===== src/rtl/div_signed_seq_pkg.sv =====
`default_nettype none
// +----------------------------------------------------------------------------+
// | div_signed_pkg : shared state encoding and error codes for div_signed_seq  |
// | Rev 1.0                                                                    |
// +----------------------------------------------------------------------------+
package div_signed_pkg;

  typedef enum logic [1:0] {
    IDLE = 2'd0,
    CALC = 2'd1,
    FIX  = 2'd2
  } div_state_t;

  localparam int              ERR_W     = 1;
  localparam logic [ERR_W-1:0] ERR_NONE  = 1'b0;
  localparam logic [ERR_W-1:0] ERR_FAULT = 1'b1;

endpackage
`default_nettype wire


===== src/rtl/div_signed_seq_if.sv =====
`default_nettype none
// +----------------------------------------------------------------------------+
// | div_signed_seq_if : request/result bundle for div_signed_seq               |
// | error member exists only with DIV_SIGNED_SEQ_ERROR_EN. Rev 1.0             |
// +----------------------------------------------------------------------------+
interface div_signed_seq_if #(
  parameter int DATA_WIDTHA = 16,
  parameter int DATA_WIDTHB = 8
);
  logic                          in_valid;
  logic                          in_ready;
  logic signed [DATA_WIDTHA-1:0] dividend;
  logic signed [DATA_WIDTHB-1:0] divisor;
  logic                          out_valid;
  logic signed [DATA_WIDTHA-1:0] quotient;
  logic signed [DATA_WIDTHB-1:0] remainder;
`ifdef DIV_SIGNED_SEQ_ERROR_EN
  logic                          error;

  modport master (
    output in_valid, dividend, divisor,
    input  in_ready, out_valid, quotient, remainder, error
  );
  modport slave (
    input  in_valid, dividend, divisor,
    output in_ready, out_valid, quotient, remainder, error
  );
`else
  modport master (
    output in_valid, dividend, divisor,
    input  in_ready, out_valid, quotient, remainder
  );
  modport slave (
    input  in_valid, dividend, divisor,
    output in_ready, out_valid, quotient, remainder
  );
`endif
endinterface
`default_nettype wire


===== src/rtl/div_signed_seq.sv =====
`default_nettype none
// +----------------------------------------------------------------------------+
// | div_signed_seq : iterative restoring signed divider, one quotient bit/cycle|
// | Optional error output: DIV_SIGNED_SEQ_ERROR_EN. Rev 1.0                    |
// +----------------------------------------------------------------------------+
module div_signed_seq
  import div_signed_pkg::*;
#(
  parameter int DATA_WIDTHA = 16,
  parameter int DATA_WIDTHB = 8
) (
  input  logic           clk,
  input  logic           reset,
  div_signed_seq_if.slave bus
);

  localparam int CNT_W = (DATA_WIDTHA > 1) ? $clog2(DATA_WIDTHA) : 1;

  div_state_t             state_q, state_d;
  logic                   qsign_q, qsign_d;
  logic                   rsign_q, rsign_d;
  logic                   dz_q, dz_d;
  logic [DATA_WIDTHA-1:0] dvd_q, dvd_d;
  logic [DATA_WIDTHB-1:0] dvs_q, dvs_d;
  logic [DATA_WIDTHB:0]   prem_q, prem_d;
  logic [CNT_W-1:0]       cnt_q, cnt_d;
  logic                   out_valid_q, out_valid_d;
  logic [DATA_WIDTHA-1:0] quo_q, quo_d;
  logic [DATA_WIDTHB-1:0] rem_q, rem_d;
`ifdef DIV_SIGNED_SEQ_ERROR_EN
  logic                   ovf_q, ovf_d;
  logic [ERR_W-1:0]       err_q, err_d;
`endif

  logic [DATA_WIDTHA-1:0] w_dvd_raw, w_dvd_mag, w_quo;
  logic [DATA_WIDTHB-1:0] w_dvs_raw, w_dvs_mag, w_rem;
  logic [DATA_WIDTHB:0]   w_shift, w_diff;
  logic                   w_ge;

  assign w_dvd_raw = bus.dividend;
  assign w_dvs_raw = bus.divisor;
  // Magnitudes held unsigned so |min| is representable.
  assign w_dvd_mag = w_dvd_raw[DATA_WIDTHA-1] ? -w_dvd_raw : w_dvd_raw;
  assign w_dvs_mag = w_dvs_raw[DATA_WIDTHB-1] ? -w_dvs_raw : w_dvs_raw;

  // prem_q[B] is the bit shifted out; when set the true shifted value exceeds any divisor.
  assign w_shift = {prem_q[DATA_WIDTHB-1:0], dvd_q[DATA_WIDTHA-1]};
  assign w_ge    = prem_q[DATA_WIDTHB] || (w_shift >= {1'b0, dvs_q});
  assign w_diff  = w_shift - {1'b0, dvs_q};

  assign w_quo = qsign_q ? -dvd_q : dvd_q;
  assign w_rem = rsign_q ? -prem_q[DATA_WIDTHB-1:0] : prem_q[DATA_WIDTHB-1:0];

  always_ff @(posedge clk or posedge reset) begin
    if (reset) begin
      state_q     <= IDLE;
      qsign_q     <= 1'b0;
      rsign_q     <= 1'b0;
      dz_q        <= 1'b0;
      dvd_q       <= '0;
      dvs_q       <= '0;
      prem_q      <= '0;
      cnt_q       <= '0;
      out_valid_q <= 1'b0;
      quo_q       <= '0;
      rem_q       <= '0;
`ifdef DIV_SIGNED_SEQ_ERROR_EN
      ovf_q       <= 1'b0;
      err_q       <= ERR_NONE;
`endif
    end else begin
      state_q     <= state_d;
      qsign_q     <= qsign_d;
      rsign_q     <= rsign_d;
      dz_q        <= dz_d;
      dvd_q       <= dvd_d;
      dvs_q       <= dvs_d;
      prem_q      <= prem_d;
      cnt_q       <= cnt_d;
      out_valid_q <= out_valid_d;
      quo_q       <= quo_d;
      rem_q       <= rem_d;
`ifdef DIV_SIGNED_SEQ_ERROR_EN
      ovf_q       <= ovf_d;
      err_q       <= err_d;
`endif
    end
  end

  always_comb begin
    state_d     = state_q;
    qsign_d     = qsign_q;
    rsign_d     = rsign_q;
    dz_d        = dz_q;
    dvd_d       = dvd_q;
    dvs_d       = dvs_q;
    prem_d      = prem_q;
    cnt_d       = cnt_q;
    out_valid_d = 1'b0;
    quo_d       = quo_q;
    rem_d       = rem_q;
`ifdef DIV_SIGNED_SEQ_ERROR_EN
    ovf_d       = ovf_q;
    err_d       = err_q;
`endif

    case (state_q)
      IDLE: begin
        if (bus.in_valid) begin
          qsign_d = w_dvd_raw[DATA_WIDTHA-1] ^ w_dvs_raw[DATA_WIDTHB-1];
          rsign_d = w_dvd_raw[DATA_WIDTHA-1];
          dz_d    = (w_dvs_raw == '0);
          dvd_d   = w_dvd_mag;
          dvs_d   = w_dvs_mag;
          prem_d  = '0;
          cnt_d   = '0;
`ifdef DIV_SIGNED_SEQ_ERROR_EN
          ovf_d   = (w_dvd_raw == {1'b1, {(DATA_WIDTHA-1){1'b0}}}) && (&w_dvs_raw);
`endif
          state_d = CALC;
        end
      end
      CALC: begin
        // dvd_q doubles as the quotient: dividend bits leave the top, quotient bits enter the bottom.
        dvd_d  = {dvd_q[DATA_WIDTHA-2:0], w_ge};
        prem_d = w_ge ? w_diff : w_shift;
        if (cnt_q == CNT_W'(DATA_WIDTHA - 1)) begin
          state_d = FIX;
        end else begin
          cnt_d = cnt_q + CNT_W'(1);
        end
      end
      FIX: begin
        quo_d       = dz_q ? '1 : w_quo;
        rem_d       = dz_q ? '0 : w_rem;
        out_valid_d = 1'b1;
`ifdef DIV_SIGNED_SEQ_ERROR_EN
        err_d       = (dz_q || ovf_q) ? ERR_FAULT : ERR_NONE;
`endif
        state_d     = IDLE;
      end
      default: begin
        state_d = IDLE;
      end
    endcase
  end

  assign bus.in_ready  = (state_q == IDLE) && !reset;
  assign bus.out_valid = out_valid_q;
  assign bus.quotient  = quo_q;
  assign bus.remainder = rem_q;
`ifdef DIV_SIGNED_SEQ_ERROR_EN
  assign bus.error     = err_q;
`endif

endmodule
`default_nettype wire


===== src/flat_wrapper.sv =====
// flat-port wrapper written by rule: the top's interface ports become plain ports
module div_signed_seq_flat import div_signed_pkg::*;
#(
  parameter int DATA_WIDTHA = 16,
  parameter int DATA_WIDTHB = 8
)
  (clk, reset, bus_in_valid, bus_dividend, bus_divisor, bus_in_ready, bus_out_valid, bus_quotient, bus_remainder);
  div_signed_seq_if #(.DATA_WIDTHA(DATA_WIDTHA), .DATA_WIDTHB(DATA_WIDTHB)) bus_i ();
  input  logic clk;
  input  logic reset;
  input wire logic [$bits(bus_i.in_valid)-1:0] bus_in_valid;
  input wire logic [$bits(bus_i.dividend)-1:0] bus_dividend;
  input wire logic [$bits(bus_i.divisor)-1:0] bus_divisor;
  output wire logic [$bits(bus_i.in_ready)-1:0] bus_in_ready;
  output wire logic [$bits(bus_i.out_valid)-1:0] bus_out_valid;
  output wire logic [$bits(bus_i.quotient)-1:0] bus_quotient;
  output wire logic [$bits(bus_i.remainder)-1:0] bus_remainder;
  assign bus_i.in_valid = bus_in_valid;
  assign bus_i.dividend = bus_dividend;
  assign bus_i.divisor = bus_divisor;
  assign bus_in_ready = bus_i.in_ready;
  assign bus_out_valid = bus_i.out_valid;
  assign bus_quotient = bus_i.quotient;
  assign bus_remainder = bus_i.remainder;
  div_signed_seq #(.DATA_WIDTHA(DATA_WIDTHA), .DATA_WIDTHB(DATA_WIDTHB)) u_core (.clk(clk), .reset(reset), .bus(bus_i));
endmodule

===== config.mk =====
export PLATFORM = sky130hd
export DESIGN_NAME = div_signed_seq_flat
export DESIGN_NICKNAME = d
export VERILOG_FILES = /design/src/rtl/div_signed_seq_pkg.sv /design/src/rtl/div_signed_seq_if.sv /design/src/rtl/div_signed_seq.sv /design/src/flat_wrapper.sv
export SDC_FILE = /design/constraint.sdc
export NUM_CORES = 1
export LEC_CHECK = 0
export CORE_MARGIN = 5
export CORE_UTILIZATION = 28
export CTS_BUF_LIST = sky130_fd_sc_hd__clkbuf_8
export DETAILED_ROUTE_END_ITERATION = 10
export HOLD_SLACK_MARGIN = 0.12
export PLACE_DENSITY = 0.51
export SLEW_MARGIN = 20
export SYNTH_ARGS = -nofsm -noshare
export SYNTH_HDL_FRONTEND = slang
export SYNTH_SLANG_ARGS = --single-unit
export TNS_END_PERCENT = 5

===== constraint.sdc =====
create_clock -name clk -period 5.75 [get_ports clk]
set_input_delay 0.8625 -clock clk [delete_from_list [all_inputs] [get_ports clk]]
set_output_delay 0.8625 -clock clk [all_outputs]
set_load 0.005 [all_outputs]

==> reports/summary.md <==
For this design, the CTS-stage hold fixing added 0 buffers. TritonCTS built the clock tree. The hold violation count in the final report is 0. Leaving out fill and tap cells, the most frequent cells in the layout are dfrtp_1 (67), nand2_1 (54), clkdlybuf4s50_1 (52). The most common cell after layout, fill and taps aside was dfrtp_1.

Yosys printed 0 warnings. Counting every net in the synthesized netlist gives 486. Along the worst path, the maximum fanout reaches 2. The buffering stage count on the worst path with inverters included came out at 2. The worst path required time was 4.89 ns; the final layout net count was 528.

The average wire length per cell after detail routing was 15.1 um; the arrival time at the worst endpoint was 1.97 ns. The share of post-route cells with drive strength above 1 works out to 0.0549. Each instance of the synthesized netlist takes up on average 8.99 um2. Clock root buffer: clkbuf_8. Type of origin of the critical path: an input port. Count of unique library cells instantiated by Yosys: 52.

Yosys mapped a number of flops with a built-in enable equal to 0. At the end of routability-driven placement, the weighted congestion stood at 0.861. The highest cell delay on the worst timing path was 0.53 ns; the antenna diode count was 0. The critical path goes through clkdlybuf4s50_1, nor3_1, clkdlybuf4s50_1. Dividing the detail-routed via count by the number of cells gives 4.94. Family of cells with the greatest summed delay on the critical path: buffers and inverters. The largest total area in the synthesized netlist belongs to dfrtp_1.

Post-CTS repair changed the size of 0 cells. The post-route minimum period is 2.83 ns. The initial cell density of the core was 0.287; the die width was 130 um. The layout-stage area growth over the synthesis result was 21.6%. Power spread over the standard cell area amounts to 550 nW/um2. Async set or reset register ratio after synthesis: 1.00.

For the worst flop-to-flop path, the logic depth is 9. The maximum vdd drop was 0.173 mV; the number of nets with antenna violations after routing was 0. Prior to clock tree synthesis, the placed netlist has a worst setup slack of 2.80 ns. For the post-route setup TNS, the log shows 0 ns.

Cell occurring most often along the worst timing path: clkdlybuf4s50_1. Final clock period utilization by the worst path: 0.492. The logs give 2 for the worst-case clock buffer depth and 13900 um2 for the total core area. The tools report the first-pass iteration count of the detailed router as 4. The number of max-cap violations was 0. The worst setup skew after layout is 0.0103 ns, and the slew at the pin closest to its max-slew limit is 0.855 ns. The flow ran to the end, and the final reports show no timing, DRC or antenna violations.

The die height was 130 um; the number of antenna violations at the first check in global routing was 0. Registers take 1680 um2. The die covers 16800 um2.

The final worst setup slack is 2.92 ns. The final count of pins violating max slew was 0; the worst hold margin was 0.480 ns. The dominant register cell in the synthesized netlist is dfrtp_1. The worst slew margin relative to its limit was 0.430; the leakage power of the design was 2.05 nW.

Worst-path cell with the longest stage delay: clkdlybuf4s50_1. The clock drives 67 sinks. After technology mapping, the gate count stands at 445. The synthesized design contains 67 register bits. For the worst-skew pair, the clock arrives at the later sink with an insertion delay of 0.34 ns.

The standard-cell row count was 43; the final number of setup-violating endpoints was 0. The run gives 0.123 as the total routing resource utilization after global routing. The core occupancy in the finished layout is 0.349.

Clock-pin slew was measured on the worst setup and hold paths at 0.08 ns. After the first detailed-routing iteration, the DRC count stood at 264. H-tree depth reported by CTS: 3. The netlist area before placement is 4000 um2, and the number of stages on the worst setup path is 3.

The total via count after detailed routing was 3323; the hold path depth was 2. Classification of the worst-slack hold path: flop to flop. The fraction of synthesized cell area taken by the top area cell type came out at 0.419. By area the synthesized netlist is led by dfrtp_1 (42%), xor2_1 (5.3%), nand2_1 (5.1%). The critical path is of the input port to output pin type. The first global-routing pass estimated 16600 um of wire. In this run the post-CTS setup repair buffer count came out at 0. The endpoint kind of the worst setup timing path is an output pin.

The TritonCTS buffer count came out at 9. The run gives 2130 um2 as the multi-input gate area in the final layout. Input and output buffers added on the ports amount to 52. The number of global-route vias before repair was 3138; the global-route congestion overflow total was 0. Setup repair after global routing left no endpoint under its margin. The logs give 0.419 for the part of the Yosys area used for sequential elements and 68 for the largest net degree at the start of global routing. The peak clock frequency supported by timing came out at 0.353 GHz.

The layout has 1419 filler cells. After legalization and detailed placement, the total HPWL measured 7580 um. During I/O placement, the number of pins put on the boundary was 53. The DRC violation count after routing is 0, and the total detailed-routing wirelength is 10100 um.
cell usage after synthesis (all sizes together) (7+ instances only):
| cell | count |
|---|---|
| o21ai | 41 |
| xor2 | 24 |
| inv | 27 |
| ha | 13 |
| nor2 | 29 |
| a21oi | 15 |
| clkbuf | 21 |
| dfrtp | 67 |
| nand2 | 54 |
| a22o | 7 |
| a22oi | 7 |
| o31ai | 15 |
| nand3 | 10 |
| xnor2 | 20 |
| nand2b | 8 |
worst reg2reg max path: stages, from the launching register on:
cell and delay [ns]:
dfrtp_1 0.38, inv_1 0.13, ha_1 0.19, inv_1 0.05, fa_1 0.41, a211oi_1 0.39
o21ai_0 0.17, a21oi_1 0.21, xnor2_1 0.12, a31o_2 0.26
sequential cells by signal (all words and copies together) (netlist names), 2 cells and up:
register	count
u_core.dvd_q	16
u_core.dvs_q	8
u_core.state_q	2
u_core.prem_q	9
u_core.bus.quotient	16
u_core.bus.remainder	8
u_core.cnt_q	4
worst paths after layout:
check,start,endpoint,slack [ns]
max,reset,bus_in_ready,2.92
min,u_core.bus.quotient[8]$_DFFE_PP0P_,u_core.bus.quotient[8]$_DFFE_PP0P_,0.48
max reg2reg,u_core.dvd_q[15]$_DFFE_PP0P_,u_core.prem_q[6]$_DFFE_PP0P_,3.33
min reg2reg,u_core.bus.quotient[8]$_DFFE_PP0P_,u_core.bus.quotient[8]$_DFFE_PP0P_,0.48
max in group asynchronous,reset,u_core.dvs_q[7]$_DFFE_PP0P_,4.07
min in group asynchronous,reset,u_core.dvd_q[1]$_DFFE_PP0P_,1.13
cell families (layout without fill, tap and decap cells):
logic type	after synthesis	after routing	share of synthesized area
AOI/OAI and AO/OA	127	127	0.214
xor gates and xnor gates	44	44	0.0963
adders and majority gates	14	14	0.0456
buffers and inverters	51	98	0.0485
DFF	67	67	0.419
muxes	5	5	0.0128
and+or+nand+nor	137	137	0.163
metrics by stage:
| stage | std cells | instance area [um2] | power (mW) |
|---|---|---|---|
| 6_report | 672 | 4870 | 2.67 |
| 5_1_grt | 672 | 4870 | 2.91 |
| 4_1_cts | 672 | 4860 | 2.69 |
| 3_5_place_dp | 656 | 4680 | 2.29 |
| 3_3_place_gp | 656 | 4680 | 2.26 |
| 2_1_floorplan | 445 | 4000 | 1.87 |
area by class of cell:
class / instances / share of cell area
multi-input combinational: 327 / 0.439
sequential: 67 / 0.344
timing repair buffer: 55 / 0.112
tap: 180 / 0.0463
clock buffer: 9 / 0.0254
inverter: 27 / 0.0208
clock inverter: 7 / 0.0129
layer usage:
layer	up-vias	global-route usage	share of wire
met4	0	0.0446	0.015
li1	1683	-	-
met1	1563	0.183	0.51
met5	-	0	0
met2	66	0.180	0.44
met3	11	0.0198	0.037
where the power goes:
| group | total [mW] | internal (mW) | switching (mW) |
|---|---|---|---|
| combinational | 1.37 | 0.656 | 0.711 |
| sequential | 0.922 | 0.676 | 0.246 |
| clock | 0.385 | 0.196 | 0.190 |
| total | 2.67 | 1.53 | 1.15 |
No activity file was read; power rests on OpenSTA's default activity.
